## src/rtl/hw5_alu_arbiter.sv

```systemverilog
// Round-robin two-requester sequencer for the hw5 ALU.
// Registers operands, captures the ALU result, and pulses the owner's response.
module hw5_alu_arbiter #(
  parameter int WIDTH = 16
) (
  input  logic             clk,
  input  logic             rst,
  input  logic             req0_valid,
  output logic             req0_ready,
  input  logic [WIDTH-1:0] req0_a,
  input  logic [WIDTH-1:0] req0_b,
  input  logic [1:0]       req0_op,
  input  logic             req1_valid,
  output logic             req1_ready,
  input  logic [WIDTH-1:0] req1_a,
  input  logic [WIDTH-1:0] req1_b,
  input  logic [1:0]       req1_op,
  output logic             rsp0_valid,
  output logic             rsp1_valid,
  output logic [WIDTH-1:0] rsp_data,
  output logic             rsp_carry,
  output logic             busy,
  output logic [WIDTH-1:0] aluin1,
  output logic [WIDTH-1:0] aluin2,
  output logic [1:0]       alu_control,
  input  logic [WIDTH-1:0] aluout,
  input  logic             alu_carry
);

  typedef enum logic [1:0] {
    IDLE,
    EXEC,
    RESP
  } state_t;

  state_t           state_q;
  logic             last_q;
  logic             owner_q;
  logic             busy_q;
  logic             rsp0_q;
  logic             rsp1_q;
  logic             carry_q;
  logic [WIDTH-1:0] a_q;
  logic [WIDTH-1:0] b_q;
  logic [WIDTH-1:0] data_q;
  logic [1:0]       op_q;
  logic             idle;
  logic             win1;
  logic             acc;

  // Requester 1 wins when alone, or on contention after a grant to 0.
  assign idle = (state_q == IDLE) & ~rst;
  assign win1 = req1_valid & (~req0_valid | ~last_q);
  assign req0_ready = idle & req0_valid & ~win1;
  assign req1_ready = idle & win1;
  assign acc = req0_ready | req1_ready;

  always_ff @(posedge clk) begin
    if (rst) begin
      state_q <= IDLE;
      last_q  <= 1'b1;
      owner_q <= 1'b0;
      busy_q  <= 1'b0;
      rsp0_q  <= 1'b0;
      rsp1_q  <= 1'b0;
      carry_q <= 1'b0;
      a_q     <= '0;
      b_q     <= '0;
      data_q  <= '0;
      op_q    <= '0;
    end else begin
      unique case (state_q)
        IDLE: begin
          rsp0_q <= 1'b0;
          rsp1_q <= 1'b0;
          if (acc) begin
            a_q     <= win1 ? req1_a : req0_a;
            b_q     <= win1 ? req1_b : req0_b;
            op_q    <= win1 ? req1_op : req0_op;
            owner_q <= win1;
            last_q  <= win1;
            busy_q  <= 1'b1;
            state_q <= EXEC;
          end
        end
        EXEC: begin
          data_q  <= aluout;
          carry_q <= alu_carry;
          rsp0_q  <= ~owner_q;
          rsp1_q  <= owner_q;
          state_q <= RESP;
        end
        RESP: begin
          rsp0_q  <= 1'b0;
          rsp1_q  <= 1'b0;
          busy_q  <= 1'b0;
          state_q <= IDLE;
        end
        default: state_q <= IDLE;
      endcase
    end
  end

  // A reset landing in RESP suppresses the pulse already on the wire.
  assign rsp0_valid  = rsp0_q & ~rst;
  assign rsp1_valid  = rsp1_q & ~rst;
  assign rsp_data    = data_q;
  assign rsp_carry   = carry_q;
  assign busy        = busy_q;
  assign aluin1      = a_q;
  assign aluin2      = b_q;
  assign alu_control = op_q;

endmodule
```

## config.mk

```make
export PLATFORM = sky130hd
export DESIGN_NAME = hw5_alu_arbiter
export DESIGN_NICKNAME = d
export VERILOG_FILES = /design/src/rtl/hw5_alu_arbiter.sv
export SDC_FILE = /design/constraint.sdc
export NUM_CORES = 1
export LEC_CHECK = 0
export ABC_AREA = 1
export BUFFER_PORTS_ARGS = -buffer_cell sky130_fd_sc_hd__buf_2
export CORE_UTILIZATION = 45
export CTS_BUF_LIST = sky130_fd_sc_hd__clkbuf_8
export CTS_CLUSTER_SIZE = 30
export DETAILED_ROUTE_END_ITERATION = 7
export GPL_ROUTABILITY_DRIVEN = 0
export PLACE_DENSITY = 0.79
export SYNTH_ARGS = -nofsm -noshare
export SYNTH_HDL_FRONTEND = slang
export SYNTH_SLANG_ARGS = --single-unit
```

## constraint.sdc

```tcl
create_clock -name clk -period 1.15 [get_ports clk]
set_input_delay 0 -clock clk [delete_from_list [all_inputs] [get_ports clk]]
set_output_delay 0 -clock clk [all_outputs]
set_load 0.01 [all_outputs]
```

Word level (Yosys, flattened, before mapping)
Cells that the tools add are included.

Bits in registers: 58. Input port bits: 89. Output and inout port bits: 56. Word-level logic and storage cells: 43.

Equal/unequal tests: 3. Muxes and demuxes: 9. Bitwise gates (word level): 14. Reductions and logical operators: 6.

Operator list (number): $mux W16 (2); $and A1 B1 Y1 (7); $pmux W1 S2 (3); $not A1 Y1 (5); $mux W2 (2); $pmux W2 S2 (1); $reduce_and A2 Y1 (2); $reduce_bool A2 Y1 (2); $eq A2 B1 Y1 const B (1); $eq A2 B2 Y1 const B (1); $logic_not A2 Y1 (1); $ne A2 B2 Y1 const B (1); $or A1 B1 Y1 (2); $reduce_or A2 Y1 (1); $mux W1 (1).

Longest topological paths before layout
Depth after elaboration: 8. Depth in mapped cells: 9. Mapped depth without buffers: 8.

Worst setup path before layout
No wires, ideal clock.

Kind: reg2reg. Start: register state_q[1]. End: register op_q[1], in the netlist alu_control[1]. Setup time: 0.110 ns. Arrival: 1.077 ns. Data required time: 1.040 ns. Setup slack: -0.036 ns. Stages on the path, launching flop included: 8. Buffers on the path: 1. Clock period less this slack: 1.186 ns. Path through: dfxtp_1 > nor2_4 > nand2_2 > a21oi_4 > buf_6 > nand2_1 > inv_1 > nor2_2.

Word-level cells in the longest chain between the ends: 6. Elaborated cells on any way between the ends: 7. Classes of those cells: 5 x bitwise; 2 x reduce/logical.

Ends and longest elaborated chain: start: declaration (RTL line 36) `state_t state_q;`; start signal: assignment (RTL line 60) `state_q <= IDLE;`; start signal: assignment (RTL line 83) `state_q <= EXEC;`; start signal: assignment (RTL line 91) `state_q <= RESP;`; $logic_not A2 Y1 (*) (RTL line 52, 72); $and A1 B1 Y1 (RTL line 52) `assign idle = (state_q == IDLE) & ~rst;`; $and A1 B1 Y1 (2 in series) (RTL line 54) `assign req0_ready = idle & req0_valid & ~win1;`; $or A1 B1 Y1 (RTL line 56) `assign acc = req0_ready | req1_ready;`; $reduce_and A2 Y1 (no line) (*); end signal: assignment (RTL line 79) `op_q <= win1 ? req1_op : req0_op;`; end: declaration (RTL line 46) `logic [1:0] op_q;`.

Mark *: on every way between the ends. The rest lies on a longest branch, timed or not. A chain may end at the register's enable or synchronous reset.

Worst setup path in the final report
Start: register state_q[1]. End: register b_q[4], in the netlist aluin2[4].

Word-level cells in the longest chain between the ends: 6. Elaborated cells on any way between the ends: 7. Classes of those cells: 5 x bitwise; 2 x reduce/logical.

Ends and longest elaborated chain: $logic_not A2 Y1 (*) (RTL line 52, 72); $and A1 B1 Y1 (RTL line 52); $and A1 B1 Y1 (2 in series) (RTL line 54); $or A1 B1 Y1 (RTL line 56); $reduce_and A2 Y1 (no line) (*); end signal: assignment (RTL line 78) `b_q <= win1 ? req1_b : req0_b;`; end: declaration (RTL line 44) `logic [WIDTH-1:0] b_q;`.

Marked as above.

==> run_results.csv <==
group,metric,value,unit
status,status,"finished with violations",
status,violations,"negative setup slack",
floorplan,dieArea,0.007755,mm^2
clock_network,clock_sinks,58,
routing,drc,0,
synthesis,synth_area_per_cell,6.536,um^2
setup_path,cp.depth,8,
synthesis,synth_area_leaders,"dfxtp_1, nand2_1, inv_1",
power,switchingPower,1.925,mW
setup_path,cpLargestDelayFamily,"flip-flops",
floorplan,die_height,88.07,um
power,seqPwrFrac,0.353,
cells_and_area,final_net_count,782,
timing,hold_slack,46.34,ps
setup_path,r2r_end,"aluin2[4]",
cells_and_area,drive_above_1_share,0.4642,
timing,worst_slack,-135.6,ps
grt,grt_pass1_vias,3243,
floorplan,rows,31,
placement,post-dp-hpwl,5955,um
timing,finalHoldViolations,0,
setup_path,critical_path_arrival,1520,ps
synthesis,synth.area.mux_share,0,
synthesis,synth_top_family_by_area,"simple AND/OR/NAND/NOR gates",
setup_path,cp_max_fo,8,
synthesis,synth_commonest_cells,"nand2_1, inv_1, dfxtp_1",
synthesis,synthMostInstantiatedCell,"nand2_1",
floorplan,top_level_ports,145,
grt,track_usage,0.2328,
routing,initialDrtViolationCount,113,
setup_path,ff2ff_setup_slack,-140,ps
routing,wl,9988,um
timing,clock.fmax,0.7778,GHz
setup_path,path_common_cell,"buf_12",
timing,worst_slew_pin_slew,281.2,ps
grt,antenna_found_initial,0,
timing,rsz0062_at_grt,"true",
floorplan,core,0.007214,mm^2
synthesis,synth_simple_gate_area_share,0.4313,
power,switching_share,0.2936,
synthesis,synth_cell_types,22,
setup_path,slowest_stage,"dfxtp_4",
synthesis,netlist.area_leader.share,0.3483,
power,peakVddDrop,1079,uV
routing,via_per_inst,4.622,
synthesis,synthXorXnorAreaFrac,0,
clock_network,clkLatencyLatePin,330,ps
clock_network,htree_levels,3,
synthesis,synth-seq-cells,58,
hold_path,hold_class,"in2reg",
routing,first_pass_iters,4,
power,p_leak,3.108,nW
synthesis,synth_compound_area_frac,0.03679,
floorplan,die_w,88.07,um
synthesis,synth_fa_ha_area_frac,0,
routing,ant_nets,0,
clock_network,cts_buffers,9,
setup_path,critical_path_buf_inv_count,3,
cells_and_area,diodes,0,
power,powerDensity,1255,mW/mm^2
routing,vias,3684,
timing,relSlewSlack,0.8126,
synthesis,ys_warn_count,0,
setup_path,reg2reg_depth,8,
grt,grt_pass1_wl,14060,um
clock_network,clock_tree.root_cell,"clkbuf_8",
grt,grt_max_degree,55,
setup_path,endpoint_kind,"flop",
cells_and_area,utilization,0.7244,
synthesis,ys_seq_area_frac,0.3483,
timing,finalCritPeriodShare,1.118,
placement,port_buffers,144,
setup_path,critPathMaxStageDelay,360,ps
clock_network,clkSlewWorstSetupHoldPaths,70,ps
setup_path,timing.critical_path.from,"state_q[1]",
cells_and_area,area_delta_synth_final,56.79,%
floorplan,start_util,0.4620,
timing,fin_skew,4.866,ps
synthesis,synth_fp_nets,599,
clock_network,max-clock-path-buffers,2,
setup_path,path_cells,"nor2_4 -> nand2_2 -> a21oi_4 -> buf_12 -> buf_12 -> nand2_1 -> inv_1 -> nor2_2",
setup_path,endpoint,"aluin2[4]",
clock_network,tritoncts,"done",
routing,routedWlPerCell,12.53,um
synthesis,syn_inst,510,
power,combPwrFrac,0.287,
power,clockPowerShare,0.360,
timing,setup_violations,54,
timing,drv_slew,0,
flow_run,maxCapViolations,0,
setup_path,timing.rr.start,"state_q[1]",
synthesis,synth-async-reset-ratio,0,
synthesis,ys.flop_type,"dfxtp_1",
grt,grt_overflow,0,
power,p_int,4.632,mW
synthesis,synth_area_leader_cell,"dfxtp_1",
setup_path,crit_required,1380,ps
setup_path,critPathLaunchType,"flop",
synthesis,synth_edf_count,0,
synthesis,synth.cell_area,0.003333,mm^2
setup_path,critPathKind,"reg2reg",
timing,period_minus_slack,1286,ps
cells_and_area,nFillCells,587,
## metrics by stage
stage | setup slack [ps] | cell area, um^2 | power, mW | setup TNS, ps | std cells
3_5_place_dp | -46.09 | 4240 | 3.825 | -749.0 | 744
2_1_floorplan | 0.2806 | 3334 | 3.265 | 0 | 510
3_3_place_gp | -15.58 | 4240 | 3.774 | -15.58 | 744
6_report | -135.6 | 5226 | 6.557 | -5045 | 797
4_1_cts | -134.1 | 4772 | 6.280 | -3585 | 784
5_1_grt | -191.8 | 5226 | 6.896 | -8518 | 797
## routing by layer
layer	wire length [um]	track usage
met5	0	0
met4	258	0.08798
met3	457	0.04524
met2	5071	0.4334
met1	4201	0.2610
## worst register-to-register path, stage by stage, from the launching register on
cell and delay (ps):
dfxtp_4 360, nor2_4 140, nand2_2 90, a21oi_4 130
buf_12 150, buf_12 130, nand2_1 70, inv_1 70
nor2_2 40
## sequential cells by signal, indices dropped and copies added (netlist names)
name,cells
owner_q,1
busy,1
rsp0_q,1
aluin1,16
alu_control,2
rsp_carry,1
rsp_data,16
aluin2,16
rsp1_q,1
state_q,2
last_q,1
## what timing repair did
item	CTS	global route
gates cloned	0	9
hold endpoints to repair	19	0
resized for setup	15	91
hold buffers	18	0
setup endpoints to repair	36	42
buffers inserted	6	5
pin swaps	3	24
## cell usage in the layout (no fill, tap or decap), drive strengths merged
master / synthesis / routed
a21oi: 1 / 1
buf: 25 / 172
bufinv: 0 / 3
clkbuf: 1 / 18
clkinv: 16 / 12
dfxtp: 58 / 58
dlygate4sd3: 0 / 18
inv: 96 / 103
nand2: 146 / 146
nand3: 71 / 71
nor2: 76 / 76
o21ai: 18 / 18
o31ai: 1 / 1
o32ai: 1 / 1
## worst min path at each step
| stage | start | end | slack, ps | depth (start not counted) |
|---|---|---|---|---|
| finish | req0_b[8] | aluin2[8] | 50 | 7 |
| global route | req0_b[8] | aluin2[8] | 70 | 7 |
| CTS | rst | state_q[1] | 40 | 4 |
| detailed placement | aluout[11] | rsp_data[11] | 230 | 3 |
| global placement | aluout[11] | rsp_data[11] | 220 | 3 |
| floorplan | rst | rsp0_valid | 50 | 1 |
## power by group through the flow
| stage | sequential [mW] | clock (mW) | combinational [mW] |
|---|---|---|---|
| 2_1_floorplan | 2.43 | 0 | 0.835 |
| 3_3_place_gp | 2.34 | 0 | 1.44 |
| 3_5_place_dp | 2.35 | 0 | 1.48 |
| 4_1_cts | 2.30 | 2.40 | 1.58 |
| 5_1_grt | 2.33 | 2.49 | 2.07 |
| 6_report | 2.31 | 2.36 | 1.88 |
## cell type report
type | instances | area (um^2) | area share
Multi-Input combinational cell | 314 | 1778 | 0.3402
Timing Repair Buffer | 197 | 1466 | 0.2806
Sequential cell | 58 | 1167 | 0.2234
Inverter | 112 | 432.9 | 0.08283
Clock buffer | 11 | 151.4 | 0.02897
Tap cell | 99 | 123.9 | 0.02370
Clock inverter | 5 | 100.1 | 0.01915
Timing Repair inverter | 1 | 6.256 | 0.001197
## logic make-up after synthesis
group | after synthesis
and+or+nand+nor | 293
buffers and inverters | 138
DFF | 58
AOI/OAI and AO/OA | 21
Power figures use the tool's default switching activity.
